==> src/rtl/pe_pkg.sv <==
// Shared PE feeder constants and FSM state encoding.
// Imported by the feeder, its row registers and the bench.
package pe_pkg;
  localparam int DW = 16;
  localparam int FN = 3;
  localparam int PN = 5;
  localparam int IN = FN + PN - 1;
  localparam int IDXW = (IN > 1) ? $clog2(IN) : 1;

  typedef enum logic [2:0] {
    ST_IDLE,
    ST_LOAD_F,
    ST_LOAD_I,
    ST_LOAD_P,
    ST_FIRE,
    ST_WAIT
  } state_t;
endpackage

==> src/rtl/pe_row_reg.sv <==
// Indexed write-enable register row; one word written per cycle at idx.
// Zero latency to row_q after the write edge; no backpressure.
module pe_row_reg #(
  parameter int DW    = pe_pkg::DW,
  parameter int DEPTH = pe_pkg::FN,
  parameter int IW    = pe_pkg::IDXW
) (
  input  logic                        clk,
  input  logic                        rst,
  input  logic                        we,
  input  logic [IW-1:0]               idx,
  input  logic [DW-1:0]               din,
  output logic [DEPTH-1:0][DW-1:0]    row_q
);
  import pe_pkg::*;

  logic [DEPTH-1:0][DW-1:0] row_d;

  always_comb begin
    row_d = row_q;
    for (int i = 0; i < DEPTH; i++) begin
      if (we && (idx == IW'(i))) begin
        row_d[i] = din;
      end
    end
  end

  always_ff @(posedge clk) begin
    if (rst) begin
      row_q <= '0;
    end else begin
      row_q <= row_d;
    end
  end
endmodule

==> src/rtl/pe_feeder.sv <==
// Serially loads filter/ifmap/psum rows, pulses EN, then waits for PE_DONE.
// IN_READY high only in LOAD states; IN_VALID=0 stalls the load without data change.
module pe_feeder #(
  parameter int DW = pe_pkg::DW,
  parameter int FN = pe_pkg::FN,
  parameter int PN = pe_pkg::PN,
  localparam int IN = FN + PN - 1
) (
  input  logic                  clk,
  input  logic                  rst,
  input  logic [DW-1:0]         IN_DATA,
  input  logic                  IN_VALID,
  output logic                  IN_READY,
  input  logic                  KEEP_FILTER,
  output logic [FN-1:0][DW-1:0] FILTER_OUT,
  output logic [IN-1:0][DW-1:0] DATA_OUT,
  output logic [PN-1:0][DW-1:0] PSUM_OUT,
  output logic                  EN,
  input  logic                  PE_DONE,
  output logic                  BUSY,
  output logic [15:0]           PASS_CNT
);
  import pe_pkg::*;

  localparam int IW = (IN > 1) ? $clog2(IN) : 1;
  localparam logic [IW-1:0] F_LAST = IW'(FN - 1);
  localparam logic [IW-1:0] I_LAST = IW'(IN - 1);
  localparam logic [IW-1:0] P_LAST = IW'(PN - 1);

  state_t        state_q, state_d;
  logic [IW-1:0] idx_q, idx_d;
  logic          floaded_q, floaded_d;
  logic [15:0]   pass_q, pass_d;
  logic          en_q, en_d;
  logic          in_ready_q, in_ready_d;
  logic          busy_q, busy_d;
  logic          accept;

  always_comb begin
    state_d   = state_q;
    idx_d     = idx_q;
    floaded_d = floaded_q;
    pass_d    = pass_q;
    accept    = IN_VALID && in_ready_q;
    case (state_q)
      ST_IDLE: begin
        // Entry only; the word on the bus is taken in the first LOAD cycle.
        if (IN_VALID) begin
          state_d = (KEEP_FILTER && floaded_q) ? ST_LOAD_I : ST_LOAD_F;
          idx_d   = '0;
        end
      end
      ST_LOAD_F: begin
        if (accept) begin
          if (idx_q == F_LAST) begin
            state_d   = ST_LOAD_I;
            idx_d     = '0;
            floaded_d = 1'b1;
          end else begin
            idx_d = idx_q + 1'b1;
          end
        end
      end
      ST_LOAD_I: begin
        if (accept) begin
          if (idx_q == I_LAST) begin
            state_d = ST_LOAD_P;
            idx_d   = '0;
          end else begin
            idx_d = idx_q + 1'b1;
          end
        end
      end
      ST_LOAD_P: begin
        if (accept) begin
          if (idx_q == P_LAST) begin
            state_d = ST_FIRE;
            idx_d   = '0;
          end else begin
            idx_d = idx_q + 1'b1;
          end
        end
      end
      ST_FIRE: state_d = ST_WAIT;
      ST_WAIT: begin
        if (PE_DONE) begin
          state_d = ST_IDLE;
          pass_d  = pass_q + 16'd1;
        end
      end
      default: state_d = ST_IDLE;
    endcase

    // Outputs are registered from the next state so they line up with state_q.
    en_d       = (state_d == ST_FIRE);
    in_ready_d = (state_d == ST_LOAD_F) || (state_d == ST_LOAD_I) || (state_d == ST_LOAD_P);
    busy_d     = (state_d != ST_IDLE);
  end

  always_ff @(posedge clk) begin
    if (rst) begin
      state_q    <= ST_IDLE;
      idx_q      <= '0;
      floaded_q  <= 1'b0;
      pass_q     <= '0;
      en_q       <= 1'b0;
      in_ready_q <= 1'b0;
      busy_q     <= 1'b0;
    end else begin
      state_q    <= state_d;
      idx_q      <= idx_d;
      floaded_q  <= floaded_d;
      pass_q     <= pass_d;
      en_q       <= en_d;
      in_ready_q <= in_ready_d;
      busy_q     <= busy_d;
    end
  end

  pe_row_reg #(.DW(DW), .DEPTH(FN), .IW(IW)) u_filter (
    .clk(clk), .rst(rst), .we(accept && (state_q == ST_LOAD_F)),
    .idx(idx_q), .din(IN_DATA), .row_q(FILTER_OUT)
  );

  pe_row_reg #(.DW(DW), .DEPTH(IN), .IW(IW)) u_ifmap (
    .clk(clk), .rst(rst), .we(accept && (state_q == ST_LOAD_I)),
    .idx(idx_q), .din(IN_DATA), .row_q(DATA_OUT)
  );

  pe_row_reg #(.DW(DW), .DEPTH(PN), .IW(IW)) u_psum (
    .clk(clk), .rst(rst), .we(accept && (state_q == ST_LOAD_P)),
    .idx(idx_q), .din(IN_DATA), .row_q(PSUM_OUT)
  );

  assign EN       = en_q;
  assign IN_READY = in_ready_q;
  assign BUSY     = busy_q;
  assign PASS_CNT = pass_q;
endmodule

==> config.mk <==
export PLATFORM = sky130hd
export DESIGN_NAME = pe_feeder
export DESIGN_NICKNAME = d
export VERILOG_FILES = /design/src/rtl/pe_pkg.sv /design/src/rtl/pe_row_reg.sv /design/src/rtl/pe_feeder.sv
export SDC_FILE = /design/constraint.sdc
export NUM_CORES = 1
export LEC_CHECK = 0
export CORE_ASPECT_RATIO = 1.2
export CORE_UTILIZATION = 49
export CTS_BUF_LIST = sky130_fd_sc_hd__clkbuf_8
export DETAILED_ROUTE_END_ITERATION = 12
export PLACE_DENSITY = 0.86
export SYNTH_ARGS = -nofsm -noshare
export SYNTH_HDL_FRONTEND = slang
export SYNTH_SLANG_ARGS = --single-unit
export TNS_END_PERCENT = 100
==> constraint.sdc <==
create_clock -name clk -period 2.1 [get_ports clk]
set_input_delay 0.315 -clock clk [delete_from_list [all_inputs] [get_ports clk]]
set_output_delay 0.315 -clock clk [all_outputs]
set_load 0.02 [all_outputs]
# Word-level counts from Yosys, hierarchy flattened
# Cells that the tools add are included.
dict set report op_classes {
  mux 18
  n_eq_ne 19
  addsub 2
  n_reduce_logical 29
}
# op count
set op_table {}
lappend op_table {{3-bit two-way mux} 15}
lappend op_table {{1-bit logical AND} 20}
lappend op_table {{3-bit by 2-bit == test with 1-bit output (second input constant)} 6}
lappend op_table {{3-bit == test (second input constant)} 6}
lappend op_table {{3-bit case mux with 6 select lines} 1}
lappend op_table {{16-bit by 1-bit adder with 16-bit output (second input constant)} 1}
lappend op_table {{3-bit case mux with 4 select lines} 1}
lappend op_table {{3-bit by 1-bit == test with 1-bit output (second input constant)} 3}
lappend op_table {{2-bit inequality test (second input constant)} 4}
lappend op_table {{3-bit zero test} 2}
lappend op_table {{5-bit AND reduction} 1}
lappend op_table {{4-bit nonzero test} 1}
lappend op_table {{3-bit by 1-bit adder with 3-bit output (second input constant)} 1}
lappend op_table {{3-bit AND reduction} 1}
lappend op_table {{3-bit nonzero test} 1}
lappend op_table {{1-bit logical OR} 2}
lappend op_table {{2-bit two-way mux} 1}
lappend op_table {{2-bit AND reduction} 1}
dict set report word_totals {
  ff_bits 266
  out_inout_bits 259
  elab_cells 90
  inputBits 21
}

# Logic depth before layout (Yosys ltp)
dict set report logic_depth {
  depth_word 7
  mapped_depth 8
  mapped_depth_nobuf 6
}

# By module
# A second synthesis with hierarchy kept.
dict set report unflattened {
  cells_unflattened 1011
  area_unflattened_um2 10936.7
}
# mod cells_per_inst area_per_inst_um2 seq_area_each_um2 n_inst
set by_module_without_submodules {}
lappend by_module_without_submodules {{pe_row_reg at u_ifmap} 388 4390.5 2242.2 1}
lappend by_module_without_submodules {{pe_row_reg at u_psum} 282 3185.6 1601.5 1}
lappend by_module_without_submodules {{pe_row_reg at u_filter} 178 1960.6 960.9 1}
lappend by_module_without_submodules {pe_feeder 163 1400.1 520.5 1}

# Worst setup path before layout
# No wires, ideal clock.
dict set report synth_path {
  path_type {register -> register}
  from {register state_q[1]}
  to {register u_filter.row_q[10] in the netlist's numbering}
  n_path_buf 3
  arrival_ns 1.712
  setup_time_ns 0.128
  setup_slack_ns 0.261
  path_stages_with_launch 8
  period_less_slack_ns 1.839
  required_ns 1.972
  cell_sequence {dfxtp_1 -> buf_2 -> or3b_1 -> buf_6 -> nor3_4 -> buf_6 -> mux2i_1 -> nor2_1}
}
dict set report synth_between {
  elab_chain_len 3
}
# element line
set synth_rtl {}
lappend synth_rtl {{start: declaration} pe_feeder.sv:30} ;# state_t state_q, state_d;
lappend synth_rtl {{start signal: assignment} pe_feeder.sv:110} ;# state_q <= state_d;
lappend synth_rtl {{3-bit by 1-bit == test with 1-bit output} pe_feeder.sv:121} ;# .clk(clk), .rst(rst), .we(accept && (state_q == ST_LOAD_F)),
lappend synth_rtl {{1-bit logical AND} pe_feeder.sv:121}
lappend synth_rtl {{1-bit logical AND} pe_row_reg.sv:22} ;# if (we && (idx == IW'(i))) begin
lappend synth_rtl {{end signal: assignment} pe_row_reg.sv:32} ;# row_q <= row_d;
lappend synth_rtl {{end: declaration} pe_row_reg.sv:13} ;# output logic [DEPTH-1:0][DW-1:0] row_q
# No other way between the ends.
# A chain may end at the register's enable or synchronous reset.

# Final worst setup path
dict set report layout_path {
  from {register in_ready_q (netlist: IN_READY)}
  to {output port IN_READY}
}
# element line
set layout_rtl {}
lappend layout_rtl {{start: declaration} pe_feeder.sv:35} ;# logic in_ready_q, in_ready_d;
lappend layout_rtl {{start signal: assignment} pe_feeder.sv:115} ;# in_ready_q <= in_ready_d;
lappend layout_rtl {{end: declaration} pe_feeder.sv:13} ;# output logic IN_READY,
# No word-level cell between the ends.

==> impl_metrics.ini <==
[sta]
whs_ns = 0.264
drv_slew = 0
setup_viol = 0
layout_min_cycle_time_ns = 2.00
slew_headroom_pct = 66.1
finalHoldViolCount = 0
worst_pin_slew_ns = 0.508
finalClockSkew_ns = 0.0191
fmax_ghz = 0.499
totalNegativeSetupSlack_ns = 0
rsz0062_at_grt = no
period_share_pct = 95.3

[worst_hold_path]
hold_class = input port to flop
holdCritStartpoint = rst
hold_end = u_ifmap.row_q[34]
hold_depth = 2

[yosys]
yosys_register_bits = 266
syn_nets = 1171
yosysUniqueCellTypes = 44
avgSynthCellArea_um2 = 8.61
synthCells = 1144
synth_seq_area_share_pct = 54.1
yosys_most_used_dff = dfxtp_1
yosysWarnings = 0
synth_area_um2 = 9850
synthArstFlopShare_pct = 0
synth-edff-count = 0

[die]
die-height_um = 157
io_pins = 280
die_w_um = 131
rows = 56
die-area_um2 = 20700
coreArea_um2 = 19600
start_util_pct = 50.2

[layout]
seq_area_um2 = 5330
drive_gt1_share_pct = 9.28
antenna_cells = 0
nFillCells = 1468
area_growth_pct = 42.0
num-nets-final = 1465
multi_input_area_um2 = 4120
final_cell_mix = 332 x nand2_1, 278 x clkdlybuf4s50_1, 266 x dfxtp_1
final_common_cell = nand2_1

[worst_setup_path]
worstPathRequired_ns = 1.78
critPathSlowestCell = clkdlybuf4s50_1
crit_type = flop to output pin
path_max_fanout = 8
path_cells = clkdlybuf4s50_1
rr_worst_depth = 5
critPathLaunchType = flop
cp-end-kind = output pin
r2r-start = state_q[2]
rr_endpoint = u_filter.row_q[8]
cp_top_family = buffers and inverters
r2r_slack_ns = 0.14
crit_arrival_ns = 1.69
critPathLaunch = IN_READY
critPathMaxStageDelay_ns = 0.69
cp.buffers_inverters = 1

[global_route]
grt_max_degree = 62
first_global_vias = 8966
grt_first_pass_wirelength_um = 47300
grt_usage_pct = 29.1
antenna_found_initial = 0
overflow = 0

[clock_tree]
worst_setup_hold_path_clk_slew_ns = 0.07
cts_setup_buffers = 0
numCtsBuffers = 42
clock_sinks = 266
ctsHoldBuffers = 0
cts_root_buffer = clkbuf_8
clockBufferDepth = 3
post_cts_resize_count = 0
htree_levels = 2
clk_latency_ns = 0.53
cts_tree = yes

[placed_design]
gp_congestion = 0.877
dpl.hpwl_um = 20500
io_buffers = 279

[routing]
wl_per_cell_um = 17.7
via_count = 9149
first_pass_iters = 5
drc_errors = 0
viasPerCell = 5.30
drt-total-wl_um = 30600
drt_iter0_drc = 612
postRouteAntennaNets = 0

[power]
ir_drop_mv = 0.595
p_leak_nw = 4.92
p_per_area_nw_per_um2 = 697
p_total_mw = 9.75

[run]
maxCapViolCount = 0

[status]
status = finished clean
-- cells by family after synthesis --
logic type                 Yosys count  synth area share (%)
adders and majority gates            6                 0.762
xor gates and xnor gates             8                 0.712
AOI/OAI and AO/OA                  193                  10.3
buffers and inverters               92                  4.08
and+or+nand+nor                    498                  21.8
muxes                               81                  8.23
DFF                                266                  54.1
-- registers in the layout, summed over array words and instances (netlist names) --
| name | count |
|---|---|
| u_psum.row_q | 80 |
| BUSY | 1 |
| IN_READY | 1 |
| state_q | 3 |
| floaded_q | 1 |
| idx_q | 3 |
| u_filter.row_q | 48 |
| u_ifmap.row_q | 112 |
| EN | 1 |
| PASS_CNT | 16 |
-- power by group --
| part | total (mW) | leakage, nW | internal, mW | switching, mW |
|---|---|---|---|---|
| clock network | 4.26 | 0.466 | 2.30 | 1.96 |
| logic | 0.410 | 2.31 | 0.127 | 0.283 |
| registers | 5.07 | 2.14 | 5.06 | 0.0116 |
| total | 9.75 | 4.92 | 7.49 | 2.26 |
-- stage by stage --
stage | std cells | utilization [%] | cell area [um^2] | worst slack [ns]
floorplan | 1144 | - | 9850 | 0.261
CTS | 1727 | 71.3 | 14000 | 0.0918
detailed placement | 1655 | 67.1 | 13200 | -0.0530
global placement | 1655 | 67.1 | 13200 | -0.00237
global route | 1727 | 71.3 | 14000 | 0.0578
finish | 1727 | 71.3 | 14000 | 0.0977
-- synth_stat cells, drive strengths merged (2+ instances only) --
cell,instances,share of area (%)
clkbuf,67,2.6
and3,10,0.64
buf,19,1.3
and4,4,0.36
or3,4,0.25
and4b,2,0.20
a21oi,173,8.8
inv,6,0.23
nor4,2,0.25
o31ai,4,0.31
o21ai,8,0.41
nand3b,3,0.23
and3b,2,0.18
nor3,7,0.91
a21o,2,0.15
nand2,333,13
nand4,9,0.57
nand3,9,0.46
ha,6,0.76
xor2,7,0.62
mux2i,81,8.2
nand2b,5,0.32
nand4b,2,0.18
nor2b,3,0.19
dfxtp,266,54
or4,4,0.31
nor2,94,3.6
-- final cells by class --
cell class,count,share of cell area [%]
Timing Repair Buffer,336,24.0
Inverter,6,0.161
Multi-Input combinational cell,786,29.5
Clock buffer,54,5.32
Sequential cell,266,38.1
Tap cell,261,2.34
Clock inverter,18,0.591
-- metal layers --
layer	part of all wire [%]	up-vias	track usage (%)
met4	5.2	0	16.7
met5	0	-	0
met2	49	407	49.8
met3	8.6	126	7.86
li1	-	4357	-
met1	37	4259	32.7
-- worst max-delay path by stage --
stage,end,cells past startpoint
2_1_floorplan,u_filter.row_q[10],7
5_1_grt,IN_READY,1
6_report,IN_READY,1
3_5_place_dp,u_filter.row_q[34],6
4_1_cts,IN_READY,1
3_3_place_gp,u_filter.row_q[34],6
-- worst register-to-register path, cell delays in order, from the launching register on --
cell and delay, ns:
dfxtp_1 0.40, or3b_1 0.57, nor3_4 0.28, buf_12 0.21, mux2i_1 0.30, nor2_1 0.08
No activity file was read; power rests on OpenSTA's default activity.
